**src/rtl/arb_mux.sv**
```systemverilog
// arb_mux: arbitrating N-channel mux, round-robin or fixed priority, with a registered valid/ready output.
module arb_mux #(
  parameter int DATA_WIDTH  = 16,
  parameter int CHANNELS    = 4,
  parameter int SELECT_SIZE = 2
) (
  input  logic                           clk_i,
  input  logic                           reset_i,
  input  logic                           mode_i,
  input  logic [CHANNELS-1:0]            valid_i,
  input  logic [CHANNELS*DATA_WIDTH-1:0] data_i,
  output logic [CHANNELS-1:0]            ready_o,
  output logic                           valid_o,
  output logic [DATA_WIDTH-1:0]          data_o,
  output logic [SELECT_SIZE-1:0]         select_o,
  input  logic                           ready_i
);
  logic [SELECT_SIZE-1:0] last, low, above, g;
  logic above_hit, grant;
  // Round-robin winner is the lowest requester above last, else wrap to the lowest overall.
  always_comb begin
    low = '0;
    above = '0;
    above_hit = 1'b0;
    for (int i = CHANNELS - 1; i >= 0; i--) begin
      if (valid_i[i]) low = SELECT_SIZE'(i);
      if (valid_i[i] && SELECT_SIZE'(i) > last) begin
        above = SELECT_SIZE'(i);
        above_hit = 1'b1;
      end
    end
  end
  assign g = (mode_i || !above_hit) ? low : above;
  assign grant = !reset_i && (!valid_o || ready_i) && |valid_i;
  assign ready_o = grant ? CHANNELS'(1) << g : '0;
  always_ff @(posedge clk_i) begin
    if (reset_i) begin
      valid_o <= 1'b0;
      data_o <= '0;
      select_o <= '0;
      last <= SELECT_SIZE'(CHANNELS - 1);
    end else if (grant) begin
      valid_o <= 1'b1;
      data_o <= data_i[int'(g)*DATA_WIDTH +: DATA_WIDTH];
      select_o <= g;
      if (!mode_i) last <= g;
    end else if (ready_i) begin
      valid_o <= 1'b0;
    end
  end
endmodule

```
**config.mk**
```make
export PLATFORM = sky130hd
export DESIGN_NAME = arb_mux
export DESIGN_NICKNAME = d
export VERILOG_FILES = /design/src/rtl/arb_mux.sv
export SDC_FILE = /design/constraint.sdc
export NUM_CORES = 1
export LEC_CHECK = 0
export CORE_ASPECT_RATIO = 1.1
export CORE_MARGIN = 3
export CORE_UTILIZATION = 34
export CTS_CLUSTER_DIAMETER = 150
export CTS_CLUSTER_SIZE = 30
export DETAILED_ROUTE_END_ITERATION = 10
export PLACE_DENSITY = 0.76
export SLEW_MARGIN = 20
export SYNTH_ARGS = -nofsm -noshare
export SYNTH_HDL_FRONTEND = slang
export SYNTH_SLANG_ARGS = --single-unit
```
**constraint.sdc**
```tcl
create_clock -name clk_i -period 2 [get_ports clk_i]
set_input_delay 0.2 -clock clk_i [delete_from_list [all_inputs] [get_ports clk_i]]
set_output_delay 0.2 -clock clk_i [all_outputs]
set_load 0.1 [all_outputs]
```
==> results.md <==
* Violations in the final reports: negative setup slack
* Pwr Density at 619 nW/um^2
* Setup WS pre-CTS at -0.372 ns
* Starting Density at 36.1%
* Critical path's largest stage delay at 0.52 ns
* Worst path required time at 1.80 ns
* CTS Root Cell: clkbuf_8
* Port bufs at 94
* RR Startpoint: last[0]
* Net Sw Frac at 45.7%
* Num CTS Buffers at 3
* Number of global-route vias before repair at 2,079
* Layout cell share with drive strength beyond 1 at a little under two fifths
* Maximum number of pins on one net before global-route repair at 26
* ANT nets after route at 0
* Top cell type by total area after synthesis: dfxtp_1
* Synth Flop Type: dfxtp_1
* Hold endpoint: select_o[0]
* Most frequent cell after synthesis: a211oi_1
* Core footprint at 4410 sq um
* Final setup vio count at 7
* Residual DRC at 0
* Worst setup SP type: flip-flop
* Unrepaired setup endpoints after global routing: true
* Worst-Margin Slew at 0.473 ns
* CTS tree: built
* Combinational share of power at 59.0%
* Setup Crit Path Kind: flip-flop to output port
* Clock sinks at 21
* Placed cells at 355
* Top area cells in the synthesized netlist: dfxtp_1 (26%), a211oi_1 (11%), a311oi_1 (8.8%)
* Final Instance Area at 3130 sq um
* Max clock buf depth at 2
* Hold_buf cts at 0
* Sw power at 0.000886 W
* Leak at 1.18 nW
* Max cap viols at 0
* Critical Path Slowest Stage Cell: or4b_4
* First-pass iteration count of the detailed router at 4
* Final setup margin at -0.152 ns
* Sequential fraction of design power at 25.7%
* Fmax at approximately 0.46 GHz
* Internal at ~0.0011 W
* Hold_sp: select_o[0]
* CP cell instances: nor3b_1, or4b_4, a21bo_1, buf_6, nor3_4, buf_12
* # nets final at 393
* # rows at 25
* Worst Reg-to-Reg Cells at 8
* Later-pin clock latency in the skew report at 0.26 ns
* Vias per Instance at about 5.7
* Post-synth EDFFs at 0
* Cell Count, Final, Fillers Out at around 370
* Antenna violations before repair at 0
* Hold crit path type: flip-flop to flip-flop
* H-tree depth at 1
* Hold-critical path depth at 2
* Post-synth top cells: a211oi_1 (24), dfxtp_1 (21), nor2_1 (20)
* Yosys warnings at 0
* Die W at around 71 um
* Dpl cell area at 2800 sq um
* Reg2reg end: data_o[13]
* Mapped Area at 1590 sq um
* Maximum vdd ir drop at 377 uV
* Routed wire length at 6310 um
* DR vias at 2,130
* CP arrival at about 2 ns
* Asr flop ratio synth at 0%
* DP Wirelength at 4420 um
* Area grow syn2layout at 96.9%
* Worst-path clk slew at 0.08 ns
* Syn Area/Cell at 8.04 sq um
* Final core utilization at a little under three quarters
* Skew final at 0.00179 ns
* GRT Overall Usage at a little over a fifth
* Cells after synthesis at a little under 200
* Remaining Overflow, GRT at 0
* Clk pwr share at between 10% and 20%
* Post-synthesis register bit count at 21
* CP max FO at 4
* Tcrit/Tclk final at 108%
* Worst reg-to-reg setup slack at -0.03 ns
* Hold Violations, Final at 0
* First DRT Iteration DRCs at 123
* Register area share after synthesis at 26.4%
* Antenna diodes at 0
* Slew Viols, Final at 0
* Status: finished, violations left
* Io pins at 95
* Distinct cells, synth at 30
* Syn Nets at 270
* Final worst path period need at 2.15 ns
* Wirelength per Cell at 16.9 um
* Top cell type's share of synthesized area at 26.4%
* Die area at around 5500 sq um
* Chip height at 77.8 um
* CP endpoint kind: output port
* First-pass GRT wire length at a little under 10,000 um
* Gpl congestion at 0.783
* Max-slew headroom at 68.4%
per-layer routing:
metal	vias to the layer above	routed length [um]	global-route usage (%)
li1	1046	-	-
met1	1000	2520	27.0
met2	78	3240	36.9
met3	6	506	4.92
met4	0	48	4.89
met5	-	0	0
worst max path at each step:
stage | startpoint | end | cells after the start | slack (ns)
floorplan | last[0] | ready_o[2] | 7 | -0.45
global placement | valid_i[2] | data_o[13] | 7 | -0.35
global route | last[0] | ready_o[2] | 6 | -0.23
detailed placement | valid_i[2] | data_o[4] | 7 | -0.37
CTS | last[0] | ready_o[2] | 6 | -0.16
finish | last[0] | ready_o[2] | 6 | -0.15
logic make-up (layout without fill, tap and decap cells):
logic type             count (synthesis)  count (layout)  share of synthesized area [%]
AO/OA/AOI/OAI                        108             108                           50.7
buffers and inverters                 28             150                           9.83
AND/OR/NAND/NOR                       41              41                           13.1
flip-flops                            21              21                           26.4
worst max-delay path: cells and delay by family (launching register included):
kind	cells	cell delay (ns)
AOI/OAI and AO/OA	1	0.22
DFF	1	0.35
and+or+nand+nor	3	0.77
buffers and inverters	2	0.33
cell type report:
class,count,area (sq um)
Timing Repair Buffer,144,1380
Fill cell,362,1280
Multi-Input combinational cell,149,1200
Sequential cell,21,429
Tap cell,54,67.6
Clock buffer,4,45.0
Inverter,2,7.51
per-stage QoR:
step	total power, W	setup TNS (ns)	hold WS (ns)
2_1_floorplan	0.00120	-1.42	0.371
3_3_place_gp	0.00155	-6.50	0.476
3_5_place_dp	0.00156	-7.40	0.467
4_1_cts	0.00187	-0.528	0.483
5_1_grt	0.00203	-1.50	0.525
6_report	0.00194	-0.580	0.489
power by group through the flow:
stage	Combinational [W]	Clock, W	Sequential (W)
final	0.00114	0.000296	0.000499
after global routing	0.00120	0.000322	0.000505
after CTS	0.00107	0.000301	0.000498
after detailed placement	0.00105	0	0.000509
after global placement	0.00104	0	0.000509
after floorplan	0.000358	0	0.000840
timing repair:
item | CTS | global route
cloned | 0 | 0
resized for setup | 10 | 30
pin swaps | 4 | 32
setup buffers | 4 | 12
setup endpoints to repair | 20 | 13
sequential cells by signal, indices dropped and copies added, names as in the netlist:
name      count
data_o       16
valid_o       1
select_o      2
last          2
cells in the final DEF (no fill, tap or decap), drive strengths merged, types with 5 or more instances in the layout:
cell           instances
dlygate4sd2            5
buf                   74
clkdlybuf4s50         65
a21oi                 19
a211oi                32
o22ai                 16
o31ai                 16
nor2                  20
nand2b                 5
a311oi                16
dfxtp                 21
Note: power is estimated with default switching activity, not from simulation.
==> edit (same settings) <==
Register the input `mode_i` before use, with the module's reset. The logic sees it one clock later. The other inputs are not delayed to match.
--- a/src/rtl/arb_mux.sv
+++ b/src/rtl/arb_mux.sv
@@ -17,2 +17,13 @@
 );
+
+  logic mode_q;
+
+  always_ff @(posedge clk_i) begin
+    if (reset_i) begin
+      mode_q <= '0;
+    end else begin
+      mode_q <= mode_i;
+    end
+  end
+
   logic [SELECT_SIZE-1:0] last, low, above, g;
@@ -32,3 +43,3 @@
   end
-  assign g = (mode_i || !above_hit) ? low : above;
+  assign g = (mode_q || !above_hit) ? low : above;
   assign grant = !reset_i && (!valid_o || ready_i) && |valid_i;
@@ -45,3 +56,3 @@
       select_o <= g;
-      if (!mode_i) last <= g;
+      if (!mode_q) last <= g;
     end else if (ready_i) begin
Formal check against the unedited RTL: not equivalent (Yosys sat finds a counterexample within 4 cycles, from zero or initial values and one cycle with reset_i high).
==> edit against the original RTL <==
- the run still ends with setup timing left
- sequential power up 7.6%
- power rose by 11%
- synthesized cell count grew 1.5%
- count of clock-buffer cells in the layout unchanged
- clock skew rose by 0.0031 ns
- combinational power up 13%
- worst setup slack improved by 0.084 ns
- synthesized area is 1.8% higher
- fmax rose by 4.0%
- wire length up 3.6%
- cell area fell by 1.6%
- sequential cell count grew 1
==> edit: results (changes against the original RTL) <==
[clock_network]
numCtsBuffers = 3  ; unchanged
root_buffer = clkbuf_8
cts_buffer_depth = 2  ; unchanged
clk_latency_ns = 0.27
clk_pin_slew_ns = 0.08  ; about the same
h-tree-depth = 1  ; unchanged

[cells_and_area]
biggestRegsByFlops = data_o x16, last x2, select_o x2
fin_cells = 366  ; -2.1%
largest_reg_flops = 16  ; unchanged
nets = 385  ; -2.0%
drive_above_1_share_pct = 35.9  ; -1.3 points
n_antenna_cell = 0  ; unchanged
fillers = 341  ; -5.8%

[synth]
yosys-top-cells-area = dfxtp_1 27%, a211oi_1 11%, a311oi_1 8.6%, o31ai_1 7.4%, a211oi_2 6.2%
synth_most_common_cell = a211oi_1
ys_top_cells_by_count = 24 x a211oi_1, 22 x dfxtp_1, 20 x nor2_1
synth.net_count = 273  ; +1.1%
syn_inst = 201  ; +1.5%
yosysSeqAreaShare_pct = 27.2  ; +0.77 points
async_flop_share_pct = 0  ; unchanged
synth_warnings = 0  ; unchanged
yosysUniqueCellTypes = 31  ; +3.3%

[setup_path]
crit_arrival_ns = 1.87  ; -0.08 ns
critPathMaxFanout = 5  ; +1

[placed_design]
placed_cells = 347  ; -2.3%
post-dp-hpwl_mm = 4.39  ; -0.60%
gp_congestion = 0.760  ; -3.0%
portBuffers = 94  ; unchanged

[min_path]
hp-class = primary input to flop

[global_routing]
grt_max_degree = 24  ; -7.7%
grt.total_usage_pct = 22.4  ; +0.91 points
antenna_found_initial = 0  ; unchanged
grt_pass1_wl_mm = 10.2  ; +4.8%

[routing]
drtIter0Drc = 142  ; +15%
dr_total_vias = 2164  ; +1.6%
drt_first_pass_iters = 4  ; unchanged
wl_mm = 6.54  ; +3.6%

[run_status]
violations = setup timing
status = complete, but fails checks

[sta]
clock_skew_ns = 0.00490  ; +0.00312 ns
relSlewSlack_pct = 64.7  ; -3.8 points
worst_slack_ns = -0.0682  ; +0.0835 ns
setup_violations = 2  ; -5

[power_and_ir_drop]
peakVddDrop_uv = 491  ; +31%
leakagePower_nw = 1.14  ; -3.6%

[edit: cell types whose count changed after synthesis]
cell | unedited run | this run
buf_1 | 0 | 2
buf_2 | 5 | 4
dfxtp_1 | 21 | 22
nor2b_1 | 1 | 2
[edit: repair_timing]
action	CTS	global route
pin swaps	7	18
resized for setup	16	23
buffers inserted	12	5
endpoints found under the setup margin	21	20
[edit: where the power goes]
| group | total (mW) | internal [mW] | switching, mW |
|---|---|---|---|
| clock network | 0.329 | 0.176 | 0.153 |
| registers | 0.537 | 0.497 | 0.0400 |
| logic | 1.29 | 0.471 | 0.815 |
| total | 2.15 | 1.14 | 1.01 |
[edit: kinds of logic after synthesis]
kind of cell	share of synthesized area, %
flops	27.2
compound gates	49.8
buf+inv	9.81
simple gates	13.2
[edit: cell type report]
type	count	area [um2]	share of cell area, %
sequential	22	453	14.7
inverter	2	7.51	0.243
tap	54	67.6	2.19
timing repair buffer	134	1280	41.4
clock buffer	4	55.1	1.78
multi-input combinational	150	1220	39.7
[edit: worst max-delay path: stages, from the launching register on]
cell and delay (ns):
dfxtp_4 0.38, nor2_4 0.05, or4b_4 0.54, a21bo_4 0.27, nor3_4 0.16, buf_12 0.20
[edit: routing by layer]
metal,up-vias,part of all wire (%),global-route usage [%]
li1,1032,-,-
met1,1033,39,28.4
met3,2,8.9,5.51
met5,-,0,0
met4,0,0.35,5.45
met2,97,52,37.7
[edit: worst paths after layout]
kind	start	end	slack [ns]	cells after the start
worst max-delay path	mode_q	ready_o[2]	-0.07	5
worst min-delay path	mode_i	mode_q	0.47	2
worst max register to register	last[1]	data_o[0]	0.01	7
worst min register to register	select_o[0]	select_o[0]	0.50	2
[edit: metrics by stage]
stage / setup TNS (ns) / cell area (um2) / worst slack, ns
finish: -0.129 / 3080 / -0.0682
global route: -0.412 / 3080 / -0.128
CTS: -0.123 / 2920 / -0.0641
detailed placement: -8.63 / 2760 / -0.457
global placement: -7.73 / 2760 / -0.399
floorplan: -1.43 / 1700 / -0.467
